### src/rtl/inst_fetch_pkg.sv
// Shared definitions for the instruction fetch stage: state encoding,
// instruction/offset widths and the default reset PC.
package inst_fetch_pkg;

   typedef enum logic {
      FETCH = 1'b0,
      ISSUE = 1'b1
   } fetch_state_e;

   localparam int INST_WIDTH       = 16;
   localparam int BR_OFS_WIDTH     = 8;
   localparam int DEFAULT_RESET_PC = 0;

endpackage

### src/rtl/inst_fetch_pc_target_calc.sv
// Combinational PC arithmetic: sequential increment and PC-relative branch
// target, both wrapping modulo 2^PC_WIDTH.
module pc_target_calc
   import inst_fetch_pkg::*;
#(
   parameter int PC_WIDTH = 8
) (
   input  logic [PC_WIDTH-1:0]     pc_i,
   input  logic [PC_WIDTH-1:0]     pc_out_i,
   input  logic [BR_OFS_WIDTH-1:0] offset_i,
   output logic [PC_WIDTH-1:0]     pc_inc_o,
   output logic [PC_WIDTH-1:0]     target_o
);

   logic [PC_WIDTH-1:0] ofsExt;

   // Signed cast sign-extends for wide PCs and truncates for narrow ones.
   assign ofsExt   = PC_WIDTH'($signed(offset_i));
   assign pc_inc_o = pc_i + PC_WIDTH'(1);
   assign target_o = pc_out_i + PC_WIDTH'(1) + ofsExt;

endmodule

### src/rtl/inst_fetch.sv
// Instruction fetch stage: owns the PC, fetches over a req/ack handshake and
// presents one instruction at a time to the decoder, with branch redirect.
module inst_fetch
   import inst_fetch_pkg::*;
#(
   parameter int                 PC_WIDTH = 8,
   parameter logic [PC_WIDTH-1:0] RESET_PC = PC_WIDTH'(DEFAULT_RESET_PC)
) (
   input  logic                    clk,
   input  logic                    rst_n,
   output logic                    imem_req,
   output logic [PC_WIDTH-1:0]     imem_addr,
   input  logic [INST_WIDTH-1:0]   imem_rdata,
   input  logic                    imem_ack,
   input  logic                    stall,
   input  logic                    branch_taken,
   input  logic [BR_OFS_WIDTH-1:0] branch_offset,
   output logic [INST_WIDTH-1:0]   instruction,
   output logic                    inst_valid,
   output logic [PC_WIDTH-1:0]     pc_out
);

   fetch_state_e          state_q, state_d;
   logic [PC_WIDTH-1:0]   pc_q, pc_d;
   logic [PC_WIDTH-1:0]   pcOut_q, pcOut_d;
   logic [PC_WIDTH-1:0]   holdAddr_q, holdAddr_d;
   logic [INST_WIDTH-1:0] inst_q, inst_d;
   logic                  valid_q, valid_d;
   logic                  kill_q, kill_d;
   logic [PC_WIDTH-1:0]   pcInc;
   logic [PC_WIDTH-1:0]   brTarget;

   pc_target_calc #(
      .PC_WIDTH (PC_WIDTH)
   ) u_pc_target_calc (
      .pc_i     (pc_q),
      .pc_out_i (pcOut_q),
      .offset_i (branch_offset),
      .pc_inc_o (pcInc),
      .target_o (brTarget)
   );

   // While a killed request is in flight the address must stay on the old
   // word, so it comes from holdAddr_q rather than the already-redirected PC.
   // The request is gated by rst_n so it drops the instant reset asserts.
   assign imem_req    = rst_n && (state_q == FETCH);
   assign imem_addr   = kill_q ? holdAddr_q : pc_q;
   assign instruction = inst_q;
   assign inst_valid  = valid_q;
   assign pc_out      = pcOut_q;

   always_ff @(posedge clk or negedge rst_n) begin
      if (!rst_n) begin
         state_q    <= FETCH;
         pc_q       <= RESET_PC;
         pcOut_q    <= '0;
         holdAddr_q <= '0;
         inst_q     <= '0;
         valid_q    <= 1'b0;
         kill_q     <= 1'b0;
      end else begin
         state_q    <= state_d;
         pc_q       <= pc_d;
         pcOut_q    <= pcOut_d;
         holdAddr_q <= holdAddr_d;
         inst_q     <= inst_d;
         valid_q    <= valid_d;
         kill_q     <= kill_d;
      end
   end

   // A branch always retargets the PC; what else happens depends on whether
   // a response is arriving now, still outstanding, or already presented.
   always_comb begin
      state_d    = state_q;
      pc_d       = pc_q;
      pcOut_d    = pcOut_q;
      holdAddr_d = holdAddr_q;
      inst_d     = inst_q;
      valid_d    = valid_q;
      kill_d     = kill_q;

      unique case (state_q)
         FETCH: begin
            if (imem_ack) begin
               if (kill_q || branch_taken) begin
                  kill_d = 1'b0;
                  if (branch_taken) begin
                     pc_d = brTarget;
                  end
               end else begin
                  inst_d  = imem_rdata;
                  pcOut_d = pc_q;
                  pc_d    = pcInc;
                  valid_d = 1'b1;
                  state_d = ISSUE;
               end
            end else if (branch_taken) begin
               pc_d       = brTarget;
               kill_d     = 1'b1;
               holdAddr_d = imem_addr;
            end
         end
         ISSUE: begin
            if (branch_taken) begin
               pc_d    = brTarget;
               valid_d = 1'b0;
               state_d = FETCH;
            end else if (!stall) begin
               valid_d = 1'b0;
               state_d = FETCH;
            end
         end
      endcase
   end

endmodule
### config.mk
export PLATFORM = sky130hd
export DESIGN_NAME = inst_fetch
export DESIGN_NICKNAME = d
export VERILOG_FILES = /design/src/rtl/inst_fetch_pkg.sv /design/src/rtl/inst_fetch_pc_target_calc.sv /design/src/rtl/inst_fetch.sv
export SDC_FILE = /design/constraint.sdc
export NUM_CORES = 1
export LEC_CHECK = 0
export CELL_PAD_IN_SITES_DETAIL_PLACEMENT = 1
export CELL_PAD_IN_SITES_GLOBAL_PLACEMENT = 1
export CORE_MARGIN = 4
export CORE_UTILIZATION = 35
export CTS_CLUSTER_SIZE = 20
export DETAILED_ROUTE_END_ITERATION = 8
export HOLD_SLACK_MARGIN = 0.02
export PLACE_DENSITY_LB_ADDON = 0.1
export SLEW_MARGIN = 30
export SYNTH_ARGS = -nofsm -noshare
export SYNTH_HDL_FRONTEND = slang
export SYNTH_SLANG_ARGS = --single-unit
### constraint.sdc
create_clock -name clk -period 2.2 [get_ports clk]
set_input_delay 0.66 -clock clk [delete_from_list [all_inputs] [get_ports clk]]
set_output_delay 0.66 -clock clk [all_outputs]
set_load 0.02 [all_outputs]
==> results of run 1 <==
[final cells by class]
type | instances | area [sq um] | area share
clock inverters | 1 | 7.51 | 0.00240
inverters | 5 | 18.8 | 0.00600
repair buffers | 85 | 778 | 0.249
flip-flops and latches | 43 | 1080 | 0.345
clock buffers | 7 | 96.3 | 0.0308
multi-input cells | 115 | 1060 | 0.338
well taps | 75 | 93.8 | 0.0300
[worst min path at each step]
stage | end | startpoint | cells after the start | slack (ns)
after floorplan | holdAddr_q[0] | rst_n | 0 | 0.36
after global placement | instruction[11] | instruction[11] | 1 | 0.47
after detailed placement | instruction[10] | instruction[10] | 1 | 0.48
after CTS | holdAddr_q[0] | rst_n | 2 | 0.47
after global routing | holdAddr_q[7] | rst_n | 2 | 0.50
final | holdAddr_q[7] | rst_n | 2 | 0.45
[critical path, cell delays in order]
cell,delay [ns]
clkdlybuf4s50_1,0.41
ha_1,0.29
o21a_1,0.19
o31a_1,0.11
o21a_1,0.18
or3_1,0.34
a31o_2,0.20
[per-stage QoR]
stage	setup TNS, ns	worst slack [ns]	utilization
after floorplan	0	0.0202	-
final	0	0.0154	0.523
after detailed placement	-2.51	-0.495	0.496
after global routing	-0.0297	-0.0297	0.523
after CTS	0	0.00504	0.524
after global placement	-1.23	-0.406	0.496
[power by group]
part	leakage, uW	switching [uW]	internal (uW)	total [uW]
sequential	0.000509	284	1100	1390
combinational	0.000813	909	1060	1970
clock	0.0000505	279	286	564
total	0.00137	1470	2450	3920
[registers in the layout (all words and copies together) (netlist names)]
signal,count
holdAddr_q,8
inst_valid,1
instruction,16
kill_q,1
pc_out,8
pc_q,8
state_q,1
[cell usage after synthesis (all sizes together) (4+ instances only)]
cell type	instances	area share
inv	5	0.0086
mux2	38	0.21
nand2	8	0.014
dfrtp	43	0.49
a21oi	10	0.023
nor2	4	0.0069
ha	8	0.046
o21ai	7	0.016
xor2	9	0.036
buf	5	0.027
[repair_timing]
item	4_1_cts	5_1_grt
pin swaps	7	1
setup buffers	7	0
gates resized for setup	22	9
setup endpoints to repair	9	8
[per-layer routing]
layer | vias to the layer above | wire length (microns)
met2 | 32 | 2950
met5 | - | 0
met3 | 6 | 215
met1 | 828 | 2430
li1 | 767 | -
met4 | 0 | 72
[kinds of logic after synthesis]
logic type,Yosys count,synth area share
multiplexers,40,0.222
AND/OR/NAND/NOR,29,0.0794
adder cells (fa/ha/maj),9,0.0549
flip-flops,43,0.491
XOR/XNOR,12,0.0480
buffers and inverters,11,0.0371
AO/OA/AOI/OAI,25,0.0674
==> results.cfg, run 1 <==
[clock_tree]
cts_made_buffers = 5
clock_latency_ns = 0.30
clockBufferDepth = 2
cts_tree = built
hold_buffers = 0
cts_sinks = 43
clkSlewWorstSetupHoldPaths_ns = 0.09
cts_root_buf = clkbuf_8
htree_levels = 2

[logic_synthesis]
yosysWarnings = 0
syn_area_sq_um = 2190
syn_area_per_cell_sq_um = 13.0
synth.distinct_cells = 36
synth_cells = 169
ys_seq_area_frac = 0.491
synthArstFlopShare = 1.00
synthFlopType = dfrtp_1
ys_seq_elements = 43
synth_edf_count = 0
syn_nets = 207

[finish]
final_cells = 331
diodes = 0
areaGrowthSynthToFinish_pct = 43.0
fill_cells = 655
postLayoutCellArea_sq_um = 3130
layout-drive-gt1-share = 0.301
layout_commonest_cell = clkdlybuf4s50_1
most-common-layout-cells = clkdlybuf4s50_1, dfrtp_1, mux2_2, buf_4
nets = 293

[sta]
fin_crit_sh = 0.993
period_minus_slack_ns = 2.18
maxSlewHeadroom = 0.624
max_freq_ghz = 0.458
skew_ns = 0.00700
rsz0062_at_grt = true
hold_slack_ns = 0.454
worst_pin_slew_ns = 0.564
hold_viol_final = 0
setup_viol = 0
final_max_slew_viol_count = 0

[critical_path]
cp.arrival_ns = 2.38
worstSetupStartpoint = branch_offset[3]
cp.required_ns = 2.39
r2r_end = pc_q[6]
worst_setup_path_end_kind = register
path_class = input port to register
path_max_fanout = 2
timing.rr.start = pc_out[0]
crit_path_end = pc_q[6]
reg2reg_depth = 8
rrSetupSlack_ns = 0.13
crit_path_start_kind = input port

[placed_design]
port_buffers = 62
hpwl_mm = 4.13
place_inst = 316
placed_cell_area_sq_um = 2970
gp_congestion = 0.815

[run_status]
status = finished, final reports clean

[job]
max_cap_violations = 0

[route]
first_iter_violations = 49
postRouteAntennaNets = 0
wirelength_mm = 5.67
via_count = 1633
avgViaCountPerCell = 4.93
drcViolationCount = 0
dr.pass1.iters = 3
wl_per_cell_microns = 17.1

[grt]
groute.usage.overall = 0.164
first_global_vias = 1790
grt_antenna_before_repair = 0
grt_max_degree = 44
grt-busiest-layer = met2
met1_usage = 0.206
grt_overflow = 0
grt_pass1_wl_mm = 9.54
grt_use_met3 = 0.0378
met2_usage = 0.280

[power_and_ir_drop]
p_leak_uw = 0.00137
totalPowerFinal_uw = 3920
p_per_area_nw_per_um2 = 1250
ir_worst_vdd_mv = 0.678

[die]
die_area_sq_um = 7590
rows = 28
boundaryPins = 63
die_height_microns = 87.1
start_util = 0.365
core_sq_um = 5990
die_w_microns = 87.1

[hold_path]
hp-class = input port to asynchronous set/reset pin
Note: power is estimated with default switching activity, not from simulation.
==> inputs of run 2 (changes only) <==
CORE_UTILIZATION = 37   (was 35)
SLEW_MARGIN = unset   (was 30)
==> run 2 against run 1 <==
Clock power decreased by 2%. Critical path depth unchanged. Power increased by 0.77%. Wire length increased by 4.0%. Flip-flop and latch count unchanged. Global-route usage increased by 1.6 points. Die area decreased by 4.9%. Clock-buffer cell count increased by 1. Worst setup slack improved by 0.040 ns. Via count increased by 1.9%. Register-to-register slack improved by 0.03 ns. Critical path type unchanged.
==> results.cfg, run 2 (same netlist as run 1, synthesis figures left out) <==
[die]
rows = 27
die_height_microns = 84.9
boundaryPins = 63
die_w_microns = 84.9
die_area_sq_um = 7210
start_util = 0.390
core_sq_um = 5610

[critical_path]
rrSetupSlack_ns = 0.16
r2r_end = pc_q[6]
cp.required_ns = 2.39
reg2reg_depth = 8
worst_setup_path_end_kind = register
crit_path_start_kind = input port
path_class = input port to register
path_max_fanout = 2
cp.arrival_ns = 2.33
timing.rr.start = pc_out[0]

[sta]
final_max_slew_viol_count = 0
setup_ws_ns = 0.0556
hold_viol_final = 0
rsz0062_at_grt = false
hold_slack_ns = 0.495
worst_pin_slew_ns = 0.574
period_minus_slack_ns = 2.14
maxSlewHeadroom = 0.617
setup_viol = 0
fin_crit_sh = 0.975
skew_ns = 0.00464
max_freq_ghz = 0.466
timing.setup.tns_ns = 0

[grt]
grt_max_degree = 44
first_global_vias = 1945
groute.usage.overall = 0.180
grt_antenna_before_repair = 0
grt_overflow = 0
grt_pass1_wl_mm = 10.3

[clock_tree]
clockBufferDepth = 2
htree_levels = 2
cts_root_buf = clkbuf_8
cts_tree = built
cts_sinks = 43
clkSlewWorstSetupHoldPaths_ns = 0.08
cts_made_buffers = 5
clock_latency_ns = 0.29

[finish]
nets = 296
final_core_util = 0.559
diodes = 0
layout_commonest_cell = clkdlybuf4s50_1
areaGrowthSynthToFinish_pct = 43.2
most-common-layout-cells = clkdlybuf4s50_1, dfrtp_1, buf_4, mux2_2, dlygate4sd2_1
largest_reg_flops = 16
layout-drive-gt1-share = 0.290
fill_cells = 606

[placed_design]
gp_congestion = 0.812
port_buffers = 62
hpwl_mm = 4.37
preCtsSetupSlack_ns = -0.496

[run_status]
status = finished, final reports clean

[route]
drcViolationCount = 0
dr.pass1.iters = 3
wl_per_cell_microns = 17.8
wirelength_mm = 5.89
via_count = 1664
avgViaCountPerCell = 5.03
first_iter_violations = 64
postRouteAntennaNets = 0

[power_and_ir_drop]
ir_worst_vdd_mv = 0.531
p_leak_uw = 0.00139
p_per_area_nw_per_um2 = 1260

[hold_path]
hp-class = input port to asynchronous set/reset pin

[job]
max_cap_violations = 0
## run 2: cell count changes in the layout (fill, tap and decap cells not counted), moves of 2 or more
cell,delta
dlygate4sd2_1,+8
clkbuf_2,-3
buf_4,+2
clkdlybuf4s15_1,-2
clkdlybuf4s50_1,-2
## run 2: repair_timing
item,4_1_cts,5_1_grt
setup endpoints to repair,12,3
setup buffers,5,1
hold endpoints to repair,0,0
gates resized for setup,21,2
gates cloned,0,0
pin swaps,9,2
hold buffers,0,0
## run 2: area by class of cell
type                    count  area (sq um)  area share
well taps                  72          90.1      0.0287
flip-flops and latches     43          1080       0.344
clock buffers               8           100      0.0319
repair buffers             88           801       0.255
inverters                   5          18.8     0.00599
multi-input cells         115          1050       0.334
## run 2: metal layers
metal / GRT usage / up-vias / routed length (microns) / part of all wire
met5: 0 / - / 0 / 0
met4: 0.0475 / 0 / 43 / 0.0073
met3: 0.0350 / 4 / 207 / 0.035
met2: 0.332 / 34 / 3250 / 0.55
met1: 0.212 / 848 / 2390 / 0.41
li1: - / 778 / - / -
## run 2: worst max-delay path by stage
| stage | startpoint | endpoint | slack, ns | cells past startpoint |
|---|---|---|---|---|
| after floorplan | branch_offset[2] | pc_q[6] | 0.02 | 6 |
| after global placement | branch_offset[0] | pc_q[6] | -0.43 | 9 |
| after detailed placement | branch_offset[0] | pc_q[6] | -0.50 | 9 |
| after CTS | branch_offset[2] | pc_q[6] | 0.007 | 7 |
| after global routing | kill_q | imem_addr[2] | 0.004 | 3 |
| final | branch_offset[2] | pc_q[6] | 0.06 | 7 |
## run 2: critical path: stages
cell and delay, ns:
dlygate4sd2_1 0.24, ha_1 0.29, nor2b_4 0.14, o31a_1 0.26
o21a_1 0.20, or3_1 0.34, a31o_2 0.20
## run 2: stage by stage
step	instance area (sq um)	instances	total power, uW
floorplan	2190	169	2450
global placement	3000	317	3290
detailed placement	3000	317	3400
CTS	3120	330	3970
global route	3140	331	4220
finish	3140	331	3950
## run 2: report_power, final
group	internal, uW	switching [uW]	leakage [uW]
Sequential	1100	248	0.000511
Clock	287	265	0.0000515
Combinational	1090	964	0.000828
==> inputs of run 3 (changes only) <==
SYNTH_HIERARCHICAL = 1   (was unset)
==> run 3 against run 2 <==
Final area grew 2.8%. Register-to-register slack improved by 0.12 ns. Sequential share of layout area shrank 0.93 points. Clock-buffer cell count down 2. Final cell count up 3.6%. Via count up 0.30%. Maximum frequency decreased by 0.20%. Global-route usage fell by 3.1 points. Core utilization is 1.2 points lower. Clock power is 19% higher. Sequential power barely moved. Critical path type is now register to primary output. Critical endpoint is now imem_addr[4]. Highest routed layer unchanged.
==> results.cfg, run 3 <==
[sta]
setup_viol = 0
worst_pin_slew_ns = 0.555
final_max_slew_viol_count = 0
maxSlewHeadroom = 0.630
rsz0062_at_grt = false
skew_ns = 0.0127
hold_viol_final = 0
timing.setup.tns_ns = 0
max_freq_ghz = 0.465
setup_ws_ns = 0.0513
period_minus_slack_ns = 2.15
fin_crit_sh = 0.977

[grt]
grt_antenna_before_repair = 0
grt_overflow = 0
grt_use_met3 = 0.0375
grt-busiest-layer = met2
first_global_vias = 1813
groute.usage.overall = 0.149
grt_max_degree = 44
grt_pass1_wl_mm = 8.71
met1_usage = 0.179
met2_usage = 0.266

[route]
postRouteAntennaNets = 0
wl_per_cell_microns = 15.1
via_count = 1669
avgViaCountPerCell = 4.87
dr.pass1.iters = 4
drcViolationCount = 0
wirelength_mm = 5.18
first_iter_violations = 42

[die]
rows = 28
die_area_sq_um = 7330
die_height_microns = 85.6
boundaryPins = 63
die_w_microns = 85.6
core_sq_um = 5890
start_util = 0.379

[finish]
largest_reg_flops = 16
final_cells = 343
areaGrowthSynthToFinish_pct = 44.6
most-common-layout-cells = clkdlybuf4s50_1, dfrtp_1, buf_4, mux2_2, mux2_1
diodes = 0
final_core_util = 0.548
seq_area_sq_um = 1080
multi_input_area_sq_um = 1090
layout-drive-gt1-share = 0.261
layout_commonest_cell = clkdlybuf4s50_1
fill_cells = 622
nets = 305

[critical_path]
path_max_fanout = 5
critPathSlowestCell = dfrtp_2
crit_path_start_kind = register
cp.arrival_ns = 1.49
worst_setup_path_end_kind = primary output
cp_num_buf_inv = 2
crit_path_cell_trace = buf_4 -> mux2_2 -> dlygate4sd2_1
cp.required_ns = 1.54
path_class = register to primary output
slowest_delay_ns = 0.37
cp_top_family = buffers and inverters

[clock_tree]
clkSlewWorstSetupHoldPaths_ns = 0.09
cts_root_buf = clkbuf_8
clock_latency_ns = 0.30
htree_levels = 2
cts_tree = built
clockBufferDepth = 2
cts_made_buffers = 5
cts_sinks = 43

[logic_synthesis]
yosysMostFrequentCell = dfrtp_1
synth_area_leaders = dfrtp_1, mux2_1, mux2_2, ha_1, mux2i_1
synth_cells = 178
yosysWarnings = 6
synth.distinct_cells = 30
synthTopCellsByCount = dfrtp_1, mux2_1, mux2_2
ys_seq_elements = 43
synthFlopType = dfrtp_1
yosysTopAreaCellShare = 0.483
synthArstFlopShare = 1.00
synth_edf_count = 0
ys_seq_area_frac = 0.483
syn_area_per_cell_sq_um = 12.5
yosysTopAreaCell = dfrtp_1
syn_nets = 216
syn_area_sq_um = 2230

[hold_path]
hp-class = input port to asynchronous set/reset pin

[power_and_ir_drop]
p_leak_uw = 0.00142
p_per_area_nw_per_um2 = 1300
totalPowerFinal_uw = 4190
ir_worst_vdd_mv = 0.500

[placed_design]
port_buffers = 62
preCtsSetupSlack_ns = -0.489
place_inst = 333
hpwl_mm = 3.76
gp_congestion = 0.780

[job]
max_cap_violations = 0

[run_status]
status = finished, final reports clean
-- run 3: cell types whose count changed after synthesis, moves of 3 or more --
cell and change:
a21oi_1 -3, buf_4 +3, mux2_1 +14, mux2_4 -10, mux2i_1 +6, nand2_1 +3, nand4_1 -3, nor2_1 -3
o21ai_0 +3, xnor2_1 +6, xor2_1 -6
-- run 3: final timing paths --
| check | from | endpoint | slack, ns | depth (start not counted) |
|---|---|---|---|---|
| worst min register to register | instruction[7] | instruction[7] | 0.48 | 1 |
| min in group clk | instruction[7] | instruction[7] | 0.48 | 1 |
| worst min-delay path | rst_n | holdAddr_q[7] | 0.44 | 2 |
| max in group asynchronous | rst_n | kill_q | 1.37 | 2 |
| worst max-delay path | kill_q | imem_addr[4] | 0.05 | 3 |
| worst max register to register | pc_out[0] | pc_q[6] | 0.28 | 10 |
-- run 3: area by class of cell --
cell class                 instances  share of cell area
tap                               75              0.0291
sequential                        43               0.334
multi-input combinational        122               0.339
clock buffer                       6              0.0256
timing repair buffer              88               0.252
clock inverter                     2              0.0120
inverter                           7             0.00815
-- run 3: repair_timing --
| action | CTS | global route |
|---|---|---|
| buffers inserted | 2 | 0 |
| resized for setup | 16 | 9 |
| setup endpoints to repair | 11 | 7 |
| pin swaps | 6 | 6 |
| hold buffers | 0 | 0 |
-- run 3: worst register-to-register path, delay by kind of cell (launching register included) --
family                     cells  cell delay [ns]
DFF                            1             0.39
muxes                          1             0.09
AOI/OAI and AO/OA              4             0.61
xor gates and xnor gates       1             0.12
buffers and inverters          2             0.10
adders and majority gates      2             0.54
-- run 3: power by group --
group	internal, uW	total [uW]	switching, uW
Sequential	1110	1330	220
Combinational	1150	2200	1050
Clock	374	658	285
Total	2630	4190	1560
-- run 3: kinds of logic (layout without fill, tap and decap cells) --
group                      Yosys count  after routing  share of synthesized area
xor gates and xnor gates            12             12                     0.0472
and+or+nand+nor                     25             25                     0.0662
buffers and inverters               13            103                     0.0314
DFF                                 43             43                      0.483
adders and majority gates            9              9                     0.0539
AOI/OAI and AO/OA                   28             28                     0.0803
muxes                               48             48                      0.238
-- run 3: metal layers --
layer  routed length, microns  part of all wire
met1                     2190              0.42
met2                     2690              0.52
met3                      280             0.054
met4                       19            0.0037
met5                        0                 0
-- run 3: through the flow --
stage	hold WS [ns]	cell area [sq um]
final	0.437	3220
after global routing	0.485	3220
after CTS	0.463	3210
after detailed placement	0.472	3090
after global placement	0.461	3090
after floorplan	0.364	2230
